[config.mk]
export PLATFORM = sky130hd
export DESIGN_NAME = axi_write_arbiter
export DESIGN_NICKNAME = d
export VERILOG_FILES = /design/src/rtl/axi_write_arbiter.sv
export SDC_FILE = /design/constraint.sdc
export NUM_CORES = 1
export LEC_CHECK = 0
export BUFFER_PORTS_ARGS = -buffer_cell sky130_fd_sc_hd__buf_4
export CAP_MARGIN = 20
export CORE_MARGIN = 8
export CORE_UTILIZATION = 30
export DETAILED_ROUTE_END_ITERATION = 12
export HOLD_SLACK_MARGIN = 0.12
export PLACE_DENSITY = 0.54
export SLEW_MARGIN = 10
export SYNTH_ARGS = -nofsm -noshare
export SYNTH_HDL_FRONTEND = slang
export SYNTH_SLANG_ARGS = --single-unit
[constraint.sdc]
create_clock -name ACLK -period 5.4 [get_ports ACLK]
set_input_delay 1.62 -clock ACLK [delete_from_list [all_inputs] [get_ports ACLK]]
set_output_delay 1.62 -clock ACLK [all_outputs]
set_load 0.1 [all_outputs]
[src/rtl/axi_write_arbiter.sv]
// axi_write_arbiter: per-slave AXI write-path arbiter that holds each grant from AW through the B handshake.
// Optional WARB_ROUND_ROBIN_EN selects per-slave round-robin; otherwise the lowest master index wins.
`default_nettype none

module axi_write_arbiter #(
  parameter int NUM_M     = 3,
  parameter int NUM_S     = 6,
  parameter int MIDX_BITS = 2,
  parameter int SIDX_BITS = 3
) (
  input  logic                                ACLK,
  input  logic                                ARESETn,
  input  logic [NUM_M-1:0][31:0]              AWADDR_M,
  input  logic [NUM_M-1:0]                    AWVALID_M,
  input  logic [NUM_M-1:0]                    AWREADY_M,
  input  logic [NUM_M-1:0]                    WVALID_M,
  input  logic [NUM_M-1:0]                    WREADY_M,
  input  logic [NUM_M-1:0]                    WLAST_M,
  input  logic [NUM_M-1:0]                    BVALID_M,
  input  logic [NUM_M-1:0]                    BREADY_M,
  output logic [NUM_S:0][MIDX_BITS-1:0]       SWIdx,
  output logic [NUM_M-1:0][SIDX_BITS-1:0]     MWIdx
);

  typedef enum logic [1:0] {
    ST_IDLE = 2'd0,
    ST_AW   = 2'd1,
    ST_W    = 2'd2,
    ST_B    = 2'd3
  } state_t;

  state_t               r_state     [NUM_M];
  state_t               w_state_nxt [NUM_M];
  logic [SIDX_BITS-1:0] r_target    [NUM_M];
  logic [SIDX_BITS-1:0] w_dec       [NUM_M];
  logic [NUM_M-1:0]     w_granted;
  logic [NUM_M-1:0]     w_release;

  logic [NUM_S:0]       r_busy;
  logic [MIDX_BITS-1:0] r_owner     [NUM_S+1];
  logic [NUM_S:0]       w_gnt;
  logic [MIDX_BITS-1:0] w_gnt_idx   [NUM_S+1];
  logic [NUM_S:0]       w_slave_rel;

`ifdef WARB_ROUND_ROBIN_EN
  logic [MIDX_BITS-1:0] r_ptr       [NUM_S+1];
`endif

  function automatic logic [SIDX_BITS-1:0] decode(input logic [31:0] a);
    if (a <= 32'h0000_3FFF)                              return SIDX_BITS'(0);
    if (a >= 32'h0001_0000 && a <= 32'h0001_FFFF)       return SIDX_BITS'(1);
    if (a >= 32'h0002_0000 && a <= 32'h0002_FFFF)       return SIDX_BITS'(2);
    if (a >= 32'h1002_0000 && a <= 32'h1002_03FF)       return SIDX_BITS'(3);
    if (a >= 32'h1001_0000 && a <= 32'h1001_03FF)       return SIDX_BITS'(4);
    if (a >= 32'h2000_0000 && a <= 32'h201F_FFFF)       return SIDX_BITS'(5);
    return SIDX_BITS'(NUM_S);
  endfunction

  always_comb begin
    for (int m = 0; m < NUM_M; m++) begin
      w_dec[m] = decode(AWADDR_M[m]);
    end
  end

  // Grant only free slaves; a slave released this edge stays busy until after it.
  always_comb begin
    for (int s = 0; s <= NUM_S; s++) begin
      w_gnt[s]     = 1'b0;
      w_gnt_idx[s] = '0;
      for (int m = NUM_M - 1; m >= 0; m--) begin
        if (!r_busy[s] && r_state[m] == ST_IDLE && AWVALID_M[m] && w_dec[m] == SIDX_BITS'(s)) begin
          w_gnt[s]     = 1'b1;
          w_gnt_idx[s] = MIDX_BITS'(m);
        end
      end
`ifdef WARB_ROUND_ROBIN_EN
      // Second pass prefers the lowest requester at or above the pointer, wrapping to the first pass result.
      for (int m = NUM_M - 1; m >= 0; m--) begin
        if (!r_busy[s] && r_state[m] == ST_IDLE && AWVALID_M[m] && w_dec[m] == SIDX_BITS'(s) &&
            MIDX_BITS'(m) >= r_ptr[s]) begin
          w_gnt_idx[s] = MIDX_BITS'(m);
        end
      end
`endif
    end
  end

  always_comb begin
    for (int m = 0; m < NUM_M; m++) begin
      w_granted[m] = 1'b0;
      for (int s = 0; s <= NUM_S; s++) begin
        if (w_gnt[s] && w_gnt_idx[s] == MIDX_BITS'(m)) w_granted[m] = 1'b1;
      end
    end
  end

  always_comb begin
    for (int m = 0; m < NUM_M; m++) begin
      w_state_nxt[m] = r_state[m];
      w_release[m]   = 1'b0;
      case (r_state[m])
        ST_IDLE: if (w_granted[m]) w_state_nxt[m] = ST_AW;
        ST_AW:   if (AWVALID_M[m] && AWREADY_M[m]) w_state_nxt[m] = ST_W;
        ST_W:    if (WVALID_M[m] && WREADY_M[m] && WLAST_M[m]) w_state_nxt[m] = ST_B;
        ST_B: begin
          if (BVALID_M[m] && BREADY_M[m]) begin
            w_state_nxt[m] = ST_IDLE;
            w_release[m]   = 1'b1;
          end
        end
        default: w_state_nxt[m] = ST_IDLE;
      endcase
    end
  end

  always_comb begin
    for (int s = 0; s <= NUM_S; s++) begin
      w_slave_rel[s] = 1'b0;
      for (int m = 0; m < NUM_M; m++) begin
        if (w_release[m] && r_target[m] == SIDX_BITS'(s)) w_slave_rel[s] = 1'b1;
      end
    end
  end

  always_ff @(posedge ACLK or negedge ARESETn) begin
    if (!ARESETn) begin
      for (int m = 0; m < NUM_M; m++) begin
        r_state[m]  <= ST_IDLE;
        r_target[m] <= '0;
      end
    end else begin
      for (int m = 0; m < NUM_M; m++) begin
        r_state[m] <= w_state_nxt[m];
        if (w_granted[m]) r_target[m] <= w_dec[m];
      end
    end
  end

  always_ff @(posedge ACLK or negedge ARESETn) begin
    if (!ARESETn) begin
      r_busy <= '0;
      for (int s = 0; s <= NUM_S; s++) begin
        r_owner[s] <= '0;
      end
    end else begin
      for (int s = 0; s <= NUM_S; s++) begin
        if (r_busy[s] && w_slave_rel[s]) begin
          r_busy[s] <= 1'b0;
        end else if (w_gnt[s]) begin
          r_busy[s]  <= 1'b1;
          r_owner[s] <= w_gnt_idx[s];
        end
      end
    end
  end

`ifdef WARB_ROUND_ROBIN_EN
  // Pointer holds the first master to consider at the next contest for this slave.
  always_ff @(posedge ACLK or negedge ARESETn) begin
    if (!ARESETn) begin
      for (int s = 0; s <= NUM_S; s++) begin
        r_ptr[s] <= '0;
      end
    end else begin
      for (int s = 0; s <= NUM_S; s++) begin
        if (w_gnt[s]) begin
          r_ptr[s] <= (w_gnt_idx[s] == MIDX_BITS'(NUM_M - 1)) ? '0 : w_gnt_idx[s] + 1'b1;
        end
      end
    end
  end
`endif

  always_comb begin
    for (int s = 0; s <= NUM_S; s++) begin
      SWIdx[s] = r_busy[s] ? r_owner[s] : MIDX_BITS'(NUM_M);
    end
    for (int m = 0; m < NUM_M; m++) begin
      MWIdx[m] = (r_state[m] != ST_IDLE) ? r_target[m] : SIDX_BITS'(NUM_S + 1);
    end
  end

endmodule

`default_nettype wire

==> results of run 1 <==
==> power by group through the flow <==
stage	Sequential, uW	Clock, uW	Combinational, uW
after CTS	400	218	909
after detailed placement	404	0	908
after global placement	403	0	895
final	402	209	899
after floorplan	378	0	692
after global routing	412	227	964
==> critical path, stage by stage <==
cell                        delay [ns]
sky130_fd_sc_hd__buf_4            0.11
sky130_fd_sc_hd__or4_1            0.57
sky130_fd_sc_hd__nor4b_1          0.52
sky130_fd_sc_hd__nand4_1          0.29
sky130_fd_sc_hd__a2111oi_4        0.63
sky130_fd_sc_hd__nor2b_1          0.10
sky130_fd_sc_hd__a211oi_1         0.49
sky130_fd_sc_hd__nand2_1          0.20
sky130_fd_sc_hd__mux2_1           0.35
==> cell families (layout without fill, tap and decap cells) <==
| logic type | Yosys count | count (layout) | synth area share [%] |
|---|---|---|---|
| mux | 8 | 8 | 2.96 |
| simple gates | 205 | 205 | 38.8 |
| flops | 36 | 36 | 30.0 |
| xor+xnor | 1 | 1 | 0.292 |
| buf+inv | 22 | 142 | 2.75 |
| compound gates | 76 | 76 | 20.1 |
| fa+ha+maj | 12 | 12 | 5.00 |
==> stage by stage <==
step	setup slack, ns	instance area (um^2)	hold slack [ns]	utilization [%]	std cells
final	0.701	4130	0.483	42.4	613
after global routing	0.538	4130	0.527	42.4	613
after CTS	0.739	4130	0.489	42.4	613
after detailed placement	0.441	4030	0.472	41.4	606
after global placement	0.492	4030	0.469	41.4	606
after floorplan	1.08	3000	0.455	-	360
==> flip-flops by register name, indices dropped and copies added, names as in the netlist <==
register	cells
r_busy	7
r_state	6
r_target	9
r_owner	14
==> placed cells by master (no fill, tap or decap), drive strengths merged, types with 13 or more instances in the layout <==
cell type / instances
nand3: 23
nor4: 15
buf: 117
nor3: 18
nand2: 31
nor2: 29
inv: 18
a21oi: 17
nand4: 15
nand2b: 13
dfrtp: 36
==> worst min path at each step <==
stage,end,slack [ns],cells past startpoint
after floorplan,r_owner[5],0.46,1
after global placement,r_owner[1],0.47,1
after detailed placement,r_owner[5],0.47,1
after CTS,r_owner[1],0.49,1
after global routing,r_owner[1],0.53,1
final,r_owner[5],0.48,1
==> area by class of cell <==
class / instances / area, um^2
timing repair buffer: 117 / 878
inverter: 18 / 67.6
clock buffer: 7 / 96.3
fill: 1002 / 5600
multi-input combinational: 302 / 2020
sequential: 36 / 901
tap: 133 / 166
==> metal layers <==
layer  share of wire, %  global-route usage, %
met1                 46                   19.3
met2                 46                   25.4
met3                7.0                   3.80
met4                1.2                   3.98
met5                  0                      0
==> results.md, run 1 <==
- The flow ran to the end, and the final reports show no timing, DRC or antenna violations.
- Dividing total power by cell area gives a power density of 366 nW/um^2.
- Global routing finished with a remaining overflow of 0.
- For this run, the top clock speed supported by timing is 0.213 GHz.
- The final estimated routing congestion in global placement is 0.893.
- The proportion of layout cells with a drive suffix above 1 is 30.6%.
- The pre-antenna-repair detailed-routing pass consisted of 4 iterations.
- The later pin in the worst-skew pair is clocked with a latency of 0.29 ns.
- In the synthesized netlist, the cells that appear most often are sky130_fd_sc_hd__dfrtp_1, sky130_fd_sc_hd__nand2_1, sky130_fd_sc_hd__nor2_1, sky130_fd_sc_hd__nand3_1.
- The required time of the critical path is 5.57 ns.
- The buffers inserted during post-CTS setup optimization is 0.
- Across all layers, the routed design uses 3301 vias.
- The hold buffer count at CTS is 0.
- The buffer type at the clock tree root is sky130_fd_sc_hd__clkbuf_8.
- In the final routed layout, each cell accounts on average for 16.6 um.
- The mean number of vias per cell is 5.38.
- The switching share of power is 52.3%.
- The detailed placer's ending HPWL is 8.46 mm.
- The origin of the critical flop-to-flop path is r_state[2].
- CTS saw 36 sinks.
- The number of gates resized after cts is 0.
- The clock transition time at the flip-flop clock pins of the worst setup and hold paths is 0.07 ns.
- The CTS tree is done.
- The class of the tightest hold or removal check is reg2reg.
- The most critical setup path has its startpoint at AWADDR_M[11].
- The core outline area is 9730 um^2.
- The number of I/O pins is 142.
- The initial antenna violation count is 0.
- The count of flip-flops with a built-in enable after synthesis is 0.
- The DRC violation count after routing is 0.
- The share of flip-flops with an asynchronous set or reset after synthesis is 100%.
- The critical path is of the in2reg type.
- The worst setup path is captured at a register.
- The share of the synthesized area in the top cell type is 30.0%.
- The cell type with the largest total area after synthesis is sky130_fd_sc_hd__dfrtp_1.
- The worst setup path endpoint is r_target[3].
- Setup violations remaining at the end of the flow were counted as 0.
- Summed over all cells, the static leakage comes to 0.00185 uW.
- Across the VDD grid, the largest voltage drop is 0.412 mV.
- Max-cap violations in this run came to 0.
- The violation count after the first detailed-routing iteration is 238.
- The largest driver fanout on the critical path is 7.
- The floorplan die width is 116 um.
- The number of diodes added for antenna fixing is 0.
- The fraction of power consumed by the clock network is 13.8%.
- The reg2reg setup slack is 2.39 ns.
- The effective utilization at floorplan is 30.8%.
- The endpoint identified for the worst register-to-register timing path is r_target[0].
- Setup total negative slack on the finished layout was measured at 0 ns.
- The total power after layout is 1510 uW.
- The count of buffers added on input and output ports is 111.
- The global-route wire length before repair is 16.4 mm.
- The number of pins with negative max-slew slack in the final report is 0.
- The portion of total power attributed to combinational logic is 59.5%.
- Per report_power, the sequential group accounts for 26.6% of the total.
- The logic depth of the worst register-to-register path is 9.
- The number of placement rows is 36.
- The largest net degree at the start of global routing is 37.
- Setup repair after global routing left no endpoint under its margin.
- The count of nets after finishing is 611.
- In the post-synthesis netlist, the biggest area contributors are sky130_fd_sc_hd__dfrtp_1, sky130_fd_sc_hd__ha_1, sky130_fd_sc_hd__nand2_1.
- From synthesis to final layout, the design area changed by 37.5%.
- The number of buffers created by CTS is 5.
- The number of buffers on the longest clock path is 2.
- The largest clock skew in the final design is 0.00542 ns.
- The number of global-route vias before repair is 3378.
- After synthesis, the netlist uses 62 different library cells.
- The sequential area share after synthesis is 30.0%.
- Counting I/O delays and the setup requirement, the final critical path takes 4.70 ns.
- The worst setup path is launched from an input pin.
- In the post-synthesis netlist, the cell with the most instances is sky130_fd_sc_hd__dfrtp_1.
- The internal power component is 720 uW.
- The H-tree generated during clock tree synthesis spans 2 levels.
- Counting flops and latches in the post-synthesis netlist gives 36.
- The part of the cycle the worst path needs is 87.0%.
- The hold violation total from the final report is 0.
- Averaged over all synthesized cells, the footprint is 8.33 um^2.
- Once detail routing completed, the nets flagged for antenna violations numbered 0.
- The total die area is 13500 um^2.
- In the global route stage, overall resource usage came out at 15.3%.
- During synthesis, Yosys emitted a total of 0 warnings.
- The floorplan die height is 116 um.
- The synthesized netlist occupies a cell area of 3000 um^2.
- When the netlist entered floorplanning its net count stood at 491.
- The startpoint identified for the worst hold timing path is r_owner[5].
- The routed design has 10.2 mm of wire.
- The synthesized netlist cell count is 360.
- The data arrival time at the worst-slack endpoint is 4.87 ns.
- For the pin with the worst max-slew slack, the measured transition is 0.924 ns.
- The net switching power of the design is 790 uW.
- Headroom to the max-slew limit came out at 37.7%.
- The commonest register cell after synthesis is sky130_fd_sc_hd__dfrtp_1.
No activity file was read; power rests on OpenSTA's default activity.
==> inputs of run 2 (changes only) <==
==> constraint.sdc (replaced) <==
create_clock -name ACLK -period 5.4 [get_ports ACLK]
set_input_delay 0.81 -clock ACLK [delete_from_list [all_inputs] [get_ports ACLK]]
set_output_delay 0.81 -clock ACLK [all_outputs]
set_load 0.1 [all_outputs]
==> run 2 against run 1 <==
  * Critical endpoint unchanged
  * First-iteration DRC count down 26%
  * Via count down 0.88%
  * Sequential power about the same
  * Hold slack better by 0.0026 ns
  * Die area unchanged
  * Utilization down 0.39 points
  * Final area down 0.91%
  * Clock skew up 0.0026 ns
  * Global-route usage down 0.27 points
  * Clock-buffer cell count unchanged
  * Sequential cell count unchanged
  * Setup slack better by 0.72 ns
==> results.md, run 2 (same netlist as run 1, synthesis figures left out) <==
- The number of placement rows is 36.
- The count of antenna-violating nets left after detailed routing is 0.
- The clock tree synthesis step divided the H-tree into 2 levels.
- The vias after detailed routing is 3272.
- On the critical path the largest part of the delay comes from simple AND/OR/NAND/NOR gates.
- The detailed placer's ending HPWL is 8.41 mm.
- After the first detailed-routing iteration, the DRC count stood at 176.
- The reg2reg setup slack is 2.20 ns.
- Dividing total power by cell area gives a power density of 369 nW/um^2.
- Headroom to the max-slew limit came out at 41.6%.
- The worst register-to-register path has a depth of 9.
- The sum of overflow across all layers after global routing is 0.
- The post-route setup TNS is 0 ns.
- The static power due to leakage is 0.00182 uW.
- The count of nets after finishing is 606.
- The total global-route track usage is 15.0%.
- The slew at the pin closest to its max-slew limit is 0.854 ns.
- Measured along the x axis, the die boundary spans 116 um.
- The smallest clock period supported by the final layout is computed as 3.98 ns.
- Setup repair after global routing left no endpoint under its margin.
- In this run the critical register-to-register path is launched from r_state[2].
- The final design area excluding fillers is 4090 um^2.
- The register ranked first by flip-flop count is r_owner.
- After detailed routing, the number of remaining DRC violations is 0.
- Once the clock tree was built, the resizer swapped 0 gates to a different size.
- The class of the most critical setup path is in2reg.
- The total die area is 13500 um^2.
- The later pin in the worst-skew pair is clocked with a latency of 0.29 ns.
- The number of diodes added for antenna fixing is 0.
- The buffer type at the clock tree root is sky130_fd_sc_hd__clkbuf_8.
- Of the cells placed in the final design, the portion with a size suffix greater than 1 is 29.9%.
- The clock arrives with 0.00800 ns of skew.
- The clock passes through at most 2 buffers.
- Walking the worst path, the cells encountered are buf_4, or4_1, nor4b_1, nand4_1, a2111oi_4, nor2b_1, a211oi_1, nand2_1, mux2_1.
- In this run the post-CTS setup repair buffer count came out at 0.
- Entering global routing, the biggest net connects 37 pins.
- For this design, the CTS-stage hold fixing added 0 buffers.
- In this run the cell area measured after placement is 3990 um^2.
- The number of buffer and inverter instances along the worst setup path is 1.
- The CTS tree is done.
- For this run, the detailed router's first-pass iteration total came to 5.
- During I/O placement, the number of pins put on the boundary was 142.
- The hold violation total from the final report is 0.
- The core region is 9730 um^2.
- After clock tree synthesis, the clock-pin slew on the worst setup and hold paths is 0.08 ns.
- The run finished with clean final reports.
- The largest registers in the layout are r_owner x14, r_target x9, r_busy x7.
- The worst hold path belongs to the class in2async.
- Leaving out fill and tap cells, the most frequent cell in the layout is sky130_fd_sc_hd__buf_4.
- Along the worst path, the maximum fanout reaches 7.
- The area growth from synthesis to layout is 36.3%.
- The number of global-route vias before repair is 3390.
- The first global-routing pass estimated 16.3 mm of wire.
- The launch point of the critical path is AWADDR_M[11].
- The worst-case IR drop observed on VDD is 0.359 mV.
- The initial antenna violation count was 0.
- The fmax is 0.251 GHz.
- The flip-flop count of the largest register, all copies and words added is 14.
- The floorplan die height is 116 um.
- The number of fillers in the final layout is 1027.
- The required time of the critical path is 5.57 ns.
- The final core utilization is 42.0%.
- The part of the cycle the worst path needs is 73.6%.
- The effective utilization at floorplan is 30.8%.
- At the worst endpoint, the arrival time is 4.14 ns.
- The routed length per placed instance is 16.6 um.
- The number of pins with negative max-slew slack in the final report was 0.
- The number of setup violations in the final report is 0.
- In the routed layout, each cell is associated on average with a via count of 5.38.
- The sum of routed wire length over all layers is 10.1 mm.
- Buffers inserted during clock tree synthesis total 5.
- The worst setup path is launched from an input pin.
- In the layout the commonest cells are sky130_fd_sc_hd__buf_4, sky130_fd_sc_hd__dfrtp_1, sky130_fd_sc_hd__nand2_1.
- The stage delay of the slowest cell on the critical path is 0.66 ns.
- The total clock sinks is 36.
- The final estimated routing congestion in global placement is 0.895.
- Overall power consumption after layout is estimated at 1510 uW.
- The number of buffer cells added on primary ports is 111.
- The number of max-cap violations is 0.
- The kind of end point of the critical path is a register.
- The master of the slowest instance on the critical path is sky130_fd_sc_hd__a2111oi_4.
- The reg-to-reg critical path endpoint is r_state[3].
[run 2: cell type report]
cell class                 instances  area [um^2]  area share [%]
sequential                        36          901            22.0
clock buffer                       7         96.3            2.36
timing repair buffer             112          841            20.6
inverter                          18         67.6            1.65
tap                              133          166            4.07
multi-input combinational        302         2020            49.3
[run 2: worst reg2reg max path: stages, from the launching register on]
cell                        delay [ns]
sky130_fd_sc_hd__dfrtp_1          0.42
sky130_fd_sc_hd__inv_1            0.10
sky130_fd_sc_hd__ha_1             0.29
sky130_fd_sc_hd__nand2_1          0.14
sky130_fd_sc_hd__or3_1            0.32
sky130_fd_sc_hd__nor4_1           0.69
sky130_fd_sc_hd__a21boi_0         0.45
sky130_fd_sc_hd__a2111oi_4        0.07
sky130_fd_sc_hd__a31oi_1          0.27
sky130_fd_sc_hd__mux2_1           0.34
[run 2: where the power goes]
group	internal [uW]	switching, uW
combinational	276	622
clock	114	94.3
sequential	329	72.9
[run 2: worst max-delay path by stage]
stage                     cells after the start          end  slack [ns]
after floorplan                               8   r_state[3]        1.89
after global placement                        9   r_state[3]        1.23
after detailed placement                      9   r_state[3]        1.19
after CTS                                     9   r_state[3]        1.49
after global routing                          9   r_state[3]        1.14
final                                         9  r_target[3]        1.42
[run 2: metrics by stage]
step | instances | hold WS, ns | setup WS, ns
floorplan | 360 | 0.455 | 1.89
detailed placement | 601 | 0.471 | 1.19
global route | 608 | 0.515 | 1.14
global placement | 601 | 0.470 | 1.23
CTS | 608 | 0.488 | 1.49
finish | 608 | 0.486 | 1.42
[run 2: metal layers]
layer	up-vias	GRT usage [%]	routed length [um]
li1	1619	-	-
met1	1542	19.1	4610
met2	107	24.8	4580
met3	4	4.12	819
met4	0	3.46	78
met5	-	0	0
